**config.mk**
```make
export PLATFORM = sky130hd
export DESIGN_NAME = zsy_spi_rx_byte
export DESIGN_NICKNAME = d
export VERILOG_FILES = /design/src/rtl/zsy_spi_rx_byte.sv
export SDC_FILE = /design/constraint.sdc
export NUM_CORES = 1
export LEC_CHECK = 0
export ABC_CLOCK_PERIOD_IN_PS = 2600
export BUFFER_PORTS_ARGS = -buffer_cell sky130_fd_sc_hd__buf_2
export CAP_MARGIN = 0
export CORE_MARGIN = 8
export CORE_UTILIZATION = 52
export CTS_CLUSTER_DIAMETER = 30
export DETAILED_ROUTE_END_ITERATION = 16
export GPL_ROUTABILITY_DRIVEN = 0
export PLACE_DENSITY_LB_ADDON = 0.05
export SYNTH_ARGS = -nofsm -noshare
export SYNTH_HDL_FRONTEND = slang
export SYNTH_SLANG_ARGS = --single-unit
```
**constraint.sdc**
```tcl
create_clock -name clk -period 2.6 [get_ports clk]
set_clock_uncertainty 0.2 [all_clocks]
set_input_delay 0.13 -clock clk [delete_from_list [all_inputs] [get_ports clk]]
set_output_delay 0.13 -clock clk [all_outputs]
set_load 0.01 [all_outputs]
```
**src/rtl/zsy_spi_rx_byte.sv**
```systemverilog
// zsy_spi_rx_byte: oversampling SPI byte receiver reporting MSB-first bytes with their D/C flag
module zsy_spi_rx_byte #(
  parameter logic SCLK_IDLE   = 1'b1,
  parameter logic SAMPLE_RISE = 1'b1,
  parameter int   SYNC_STAGES = 2,
  parameter int   CNT_W       = 16
) (
  input  logic             clk,
  input  logic             rst_n,
  input  logic             cs_n,
  input  logic             sclk,
  input  logic             dc,
  input  logic             sdin,
  output logic [7:0]       rxByte,
  output logic             rx_dc,
  output logic             isDone,
  output logic             frame_err,
  output logic             busy,
  output logic [CNT_W-1:0] frame_bytes
);
  typedef enum logic [1:0] {IDLE, SHIFT, DONE} state_t;
  localparam logic [CNT_W-1:0] FB_ONE = {{(CNT_W-1){1'b0}}, 1'b1};
  logic [SYNC_STAGES-1:0] cs_sync, sclk_sync, dc_sync, sdin_sync;
  logic                   sclk_q;
  logic                   cs_s, sclk_s, dc_s, sdin_s, act_edge;
  state_t                 state, state_n;
  logic [2:0]             cnt;
  logic [7:0]             sr;
  logic                   dc_cap;
  logic                   start, shift_en, err_set, done_set;
  assign cs_s     = cs_sync[SYNC_STAGES-1];
  assign sclk_s   = sclk_sync[SYNC_STAGES-1];
  assign dc_s     = dc_sync[SYNC_STAGES-1];
  assign sdin_s   = sdin_sync[SYNC_STAGES-1];
  assign act_edge = SAMPLE_RISE ? (sclk_s & ~sclk_q) : (~sclk_s & sclk_q);
  // input synchronisers, all the same depth so dc/sdin stay aligned with sclk, plus the sclk edge register
  always_ff @(posedge clk) begin
    if (!rst_n) begin
      cs_sync   <= '1;
      sclk_sync <= {SYNC_STAGES{SCLK_IDLE}};
      dc_sync   <= '0;
      sdin_sync <= '0;
      sclk_q    <= SCLK_IDLE;
    end else begin
      cs_sync   <= {cs_sync[SYNC_STAGES-2:0], cs_n};
      sclk_sync <= {sclk_sync[SYNC_STAGES-2:0], sclk};
      dc_sync   <= {dc_sync[SYNC_STAGES-2:0], dc};
      sdin_sync <= {sdin_sync[SYNC_STAGES-2:0], sdin};
      sclk_q    <= sclk_s;
    end
  end
  // state register
  always_ff @(posedge clk) begin
    if (!rst_n) state <= IDLE;
    else state <= state_n;
  end
  // next state: an 8th edge wins over a simultaneous cs_n rise so the byte is still delivered
  always_comb begin
    state_n = state;
    if (state == IDLE) state_n = cs_s ? IDLE : SHIFT;
    else if (state == SHIFT) state_n = (act_edge && cnt == 3'd7) ? DONE : (cs_s ? IDLE : SHIFT);
    else state_n = cs_s ? IDLE : SHIFT;
  end
  // state-decoded controls; a partial byte at cs_n rise is an error unless the edge completes it
  always_comb begin
    busy     = state != IDLE;
    start    = state == IDLE && !cs_s;
    shift_en = act_edge && state != IDLE;
    done_set = state == DONE;
    err_set  = state == SHIFT && cs_s && !(act_edge && cnt == 3'd7) && (cnt != 3'd0 || act_edge);
  end
  // deserialiser; also shifts in DONE so an edge landing there becomes bit 7 of the next byte
  always_ff @(posedge clk) begin
    if (!rst_n) begin
      cnt    <= 3'd0;
      sr     <= 8'd0;
      dc_cap <= 1'b0;
    end else if (state == IDLE) begin
      cnt <= 3'd0;
      sr  <= 8'd0;
    end else if (shift_en) begin
      sr     <= {sr[6:0], sdin_s};
      cnt    <= cnt + 3'd1;
      dc_cap <= dc_s;
    end
  end
  // registered results and pulses
  always_ff @(posedge clk) begin
    if (!rst_n) begin
      rxByte      <= 8'd0;
      rx_dc       <= 1'b0;
      isDone      <= 1'b0;
      frame_err   <= 1'b0;
      frame_bytes <= '0;
    end else begin
      isDone    <= done_set;
      frame_err <= err_set;
      if (done_set) begin
        rxByte      <= sr;
        rx_dc       <= dc_cap;
        frame_bytes <= (&frame_bytes) ? frame_bytes : frame_bytes + FB_ONE;
      end else if (start) begin
        frame_bytes <= '0;
      end
    end
  end
endmodule
```
# Word-level counts from Yosys, hierarchy flattened
# Cells that the tools add are included.
# classes
eq_ne	4
n_reduce_logical	17
bitwise_logic	4
mux	7
addsub	2
# op_table
operator	n
2-to-1 mux 16 bit	3
adder 16 x 1 -> 16 bit, second input constant	1
AND reduction 16 bit	1
logical AND 1 bit	6
2-to-1 mux 2 bit	3
AND reduction 2 bit	2
nonzero test 2 bit	2
adder 3 x 1 -> 3 bit, second input constant	1
== test 3 bit, second input constant	1
NOT 1 bit	3
nonzero test 3 bit	1
== test 2 x 1 -> 1 bit, second input constant	1
== test 2 bit, second input constant	1
logical NOT 1 bit	2
logical NOT 2 bit	1
inequality test 2 bit, second input constant	1
OR reduction 2 bit	1
AND 1 bit	1
logical OR 1 bit	1
2-to-1 mux 1 bit	1
# totals
register_bits	50
in_bits	6

# Depth between registers and ports, before layout
# logic_depth
word_depth	6
ltp_mapped	6

# Worst setup path after synthesis
# Ideal clock, no wire load.
# synth_path
path_kind	register -> register
startpoint	register frame_bytes[0]
endpoint	register frame_bytes[7]
n_path_buf	0
slack_ps	553
period_less_slack_ps	2047
path_stages_with_launch	6
setup_ps	72
required_ps	2328
t_arrival_ps	1775
cell_sequence	dfxtp_1 > ha_1 > nand4_1 > or4_1 > nand4_1 > mux2i_1
# synth_between
elab_chain_cells	3
elab_cells_between_ends	6
cone_classes	add/sub (1); eq/ne (1); mux (2); reduce/logical (2)
# synth_lines
element	line	text
start, declared	19	output logic [CNT_W-1:0] frame_bytes
start signal, assigned	101	frame_bytes <= (&frame_bytes) ? frame_bytes : frame_bytes + FB_ONE;
adder 16 x 1 -> 16 bit / AND reduction 16 bit (equally long branches)	101	
2-to-1 mux 16 bit / inequality test 2 bit (equally long branches)	n/a	
2-to-1 mux 16 bit / AND reduction 2 bit (equally long branches)	n/a	
# Several ways; a longest one is shown, not always the timed one. The select of a mux whose other input is x is not followed.
# A chain may end at the register's enable or synchronous reset.

# Worst setup path after layout
# layout_path
startpoint	register frame_bytes[0]
endpoint	register frame_bytes[10]
# Same word-level chain as after synthesis.

==> key figures <==
Power and ir drop
  • PwrDens: 530 nW/um2
  • Internal: 1.01 mW
  • Flop pwr share: 60.1%
  • Switch share: 22.0%
  • Pleak: 0.905 nW
  • Combinational power share: 3.2%
  • Switch Pwr: 0.286 mW
  • Worst VDD drop: 0.408 mV
  • Clock Power Share: 36.7%

Flow run
  • Total of max-cap violations: 0

Setup path
  • WP data required: 2.62 ns
  • Worst Setup Path Type: reg -> reg
  • CP max FO: 9
  • Buf+Inv Stages, Crit Path: 0
  • Crit. End Element: flop
  • Startpoint Class: flop
  • Crit path DAT: 2.26 ns
  • CP max-delay cell: dfxtp_1
  • Crit path cell chain: ha_1, nand4_1, nor4_4, o211ai_2, o221ai_1
  • CP top delay family: simple AND/OR/NAND/NOR gates
  • CP max stage delay: 0.45 ns

Synthesis
  • Synth unique cells: 43
  • Post-synth EDFFs: 0
  • Async SR Flop Fraction: 0%
  • Post-Syn Area: 2080 um2
  • Synth area leaders: dfxtp_1, nand2_1, a21oi_1, nand2b_1, a31oi_1
  • Register bit total from synthesis: 50
  • Seq/Total Area, Yosys: 48.2%
  • Syn Nets: 254
  • Synth warn: 0
  • Syn avg cell area: 8.51 um2
  • Synth area leader: dfxtp_1
  • Ys flop type: dfxtp_1
  • Post-Syn Instances: 244
  • Yosys top cell area share: 48.2%

Floorplanning
  • Core area: 3910 um2
  • Die area: 6270 um2
  • FP Rows: 23
  • Die W: 79.2 um
  • Initial core utilization: 53.1%
  • Die Span Y: 79.2 um
  • Top-level I/O count: 34

Timing
  • Slew @ Worst Pin: 0.656 ns
  • Final Hold Viols: 0
  • Period utilization: 86.0%
  • Peak Freq: 447 MHz
  • RSZ-0062 raised after global routing: no
  • # setup viols final: 0
  • Rel. slew slack: 56.3%
  • TNS Setup: 0 ns
  • Final worst slack: 0.365 ns
  • Final count of pins violating max slew: 0
  • Final Critical Period: 2.23 ns

Placed design
  • Post-place setup slack: 0.398 ns
  • Placed cell areas: 2280 um2
  • Post-DP HPWL: 3.15 mm
  • IO buf count: 33
  • Cell count after placement: 317

Clock network
  • Clock tree buffer depth: 2
  • CTS tree: done
  • Skew-Pair Late Insertion Delay: 0.30 ns
  • H-Tree Depth: 2
  • Clock sinks: 50
  • Cts bufs inserted: 5
  • Post_cts resized: 0
  • Clock root cell: clkbuf_8
  • Reg clk slew, reported paths: 0.09 ns

Drt
  • Pre-antenna DRT Iters: 4
  • 1st-iter DRT viols: 198
  • Antenna Nets Post-Route: 0
  • Detailed Route WL: 4.52 mm
  • Drt wl/cell: 13.6 um
  • DR DRC count: 0
  • Drt via density: 5.38
  • DR vias: 1785

Global routing
  • Largest net degree at the start of global routing: 22
  • Global route overflow: 0
  • Initial antenna violation count: 0
  • All-Layer GR Usage: 15.1%
  • First-pass GRT wire length: 7.81 mm
  • Number of global-route vias before repair: 1599

Cells and area
  • Final Util: 62.5%
  • Layout area overhead: 17.7%
  • Nets: 291
  • Final non-filler cell total: 332
  • N_diodes: 0
  • Share of layout cells above drive strength 1: 18.8%
  • Design area: 2440 um2

Outcome
  • Outcome: finished, final reports clean

Worst hold path
  • Hold crit path type: reg -> reg
[state kept, by name (all words and copies together) (netlist names)]
name / cells
frame_bytes: 16
rxByte: 8
sr: 8
cnt: 3
cs_sync: 2
dc_sync: 2
sclk_sync: 2
sdin_sync: 2
state: 2
dc_cap: 1
frame_err: 1
isDone: 1
rx_dc: 1
sclk_q: 1
[cells by family after synthesis]
family / count (synthesis) / share of synthesized area, %
buffers and inverters: 24 / 4.46
muxes: 2 / 0.964
DFF: 50 / 48.2
AOI/OAI and AO/OA: 52 / 15.2
and+or+nand+nor: 109 / 27.5
xor gates and xnor gates: 3 / 1.27
adders and majority gates: 4 / 2.41
[repair_timing]
action,CTS,global route
buffers inserted,0,0
hold buffers,7,0
hold endpoints to repair,7,0
endpoints found under the setup margin,0,0
[Yosys cell counts, types with 2 or more instances]
cell type  instances
a21oi_1           22
or3_1              2
buf_2              2
nor3_1             6
o21ai_0            8
nand2_1           47
nand3b_1           2
xnor2_1            3
o211ai_1           2
nand4_1            8
or4_1              3
o221ai_1           2
ha_1               4
dfxtp_1           50
buf_1              2
mux2i_1            2
nand3_1           10
nor2_1             4
nor2b_1            3
nand2b_1           9
a31oi_1            8
inv_1             10
nor4_1             3
o22ai_1            2
and2_1             4
clkbuf_1           9
[final timing paths]
path	depth (start not counted)	end	slack, ns	startpoint
max	5	frame_bytes[10]	0.37	frame_bytes[0]
min reg2reg	1	sclk_sync[1]	0.22	sclk_sync[0]
max reg2reg	5	frame_bytes[10]	0.37	frame_bytes[0]
min	1	sclk_sync[1]	0.22	sclk_sync[0]
[per-stage QoR]
step                      hold WS [ns]  power, mW
after floorplan                 0.0315      0.818
after global placement           0.111      0.831
after detailed placement         0.119      0.831
after CTS                        0.217       1.32
after global routing             0.243       1.36
final                            0.215       1.30
[power by group through the flow]
| stage | Sequential [mW] | Clock (mW) | Combinational [mW] |
|---|---|---|---|
| after floorplan | 0.796 | 0 | 0.0222 |
| after global placement | 0.797 | 0 | 0.0337 |
| after detailed placement | 0.797 | 0 | 0.0338 |
| after CTS | 0.779 | 0.495 | 0.0418 |
| after global routing | 0.780 | 0.536 | 0.0459 |
| final | 0.779 | 0.477 | 0.0416 |
[per-layer routing]
layer	vias up	GRT usage, %	part of all wire (%)
met5	-	0	0
met4	0	3.89	0.53
met3	2	4.51	4.8
met2	33	23.0	45
met1	823	20.3	50
li1	927	-	-
[worst reg2reg max path: stages, from the launching register on]
cell      delay, ns
dfxtp_1        0.45
ha_1           0.26
nand4_1        0.29
nor4_4         0.43
o211ai_2       0.27
o221ai_1       0.26
[cells in the final DEF (no fill, tap or decap), types with 2 or more instances in the layout]
cell type and n:
buf_4 3, a31oi_1 8, nor2b_1 3, o22ai_1 2, nor4_1 3, a21oi_1 22, o211ai_1 2, nand3b_1 2
clkbuf_8 6, nand2_1 47, nand3_1 10, mux2i_1 2, dlygate4sd3_1 7, or4_1 3, ha_1 4, inv_1 10
nand4_1 8, buf_2 33, o21ai_0 8, xnor2_1 3, or3_1 2, o221ai_1 2, nand2b_1 9, nor3_1 6
and2_1 4, nor2_1 4, dfxtp_1 50
[final cells by class]
cell class | count | area (um2)
clock inverter | 2 | 16.3
timing repair buffer | 43 | 258
sequential | 50 | 1000
multi-input combinational | 170 | 983
clock buffer | 6 | 82.6
inverter | 11 | 41.3
fill | 387 | 1470
tap | 50 | 62.6
(Power assumes the default switching activity.)
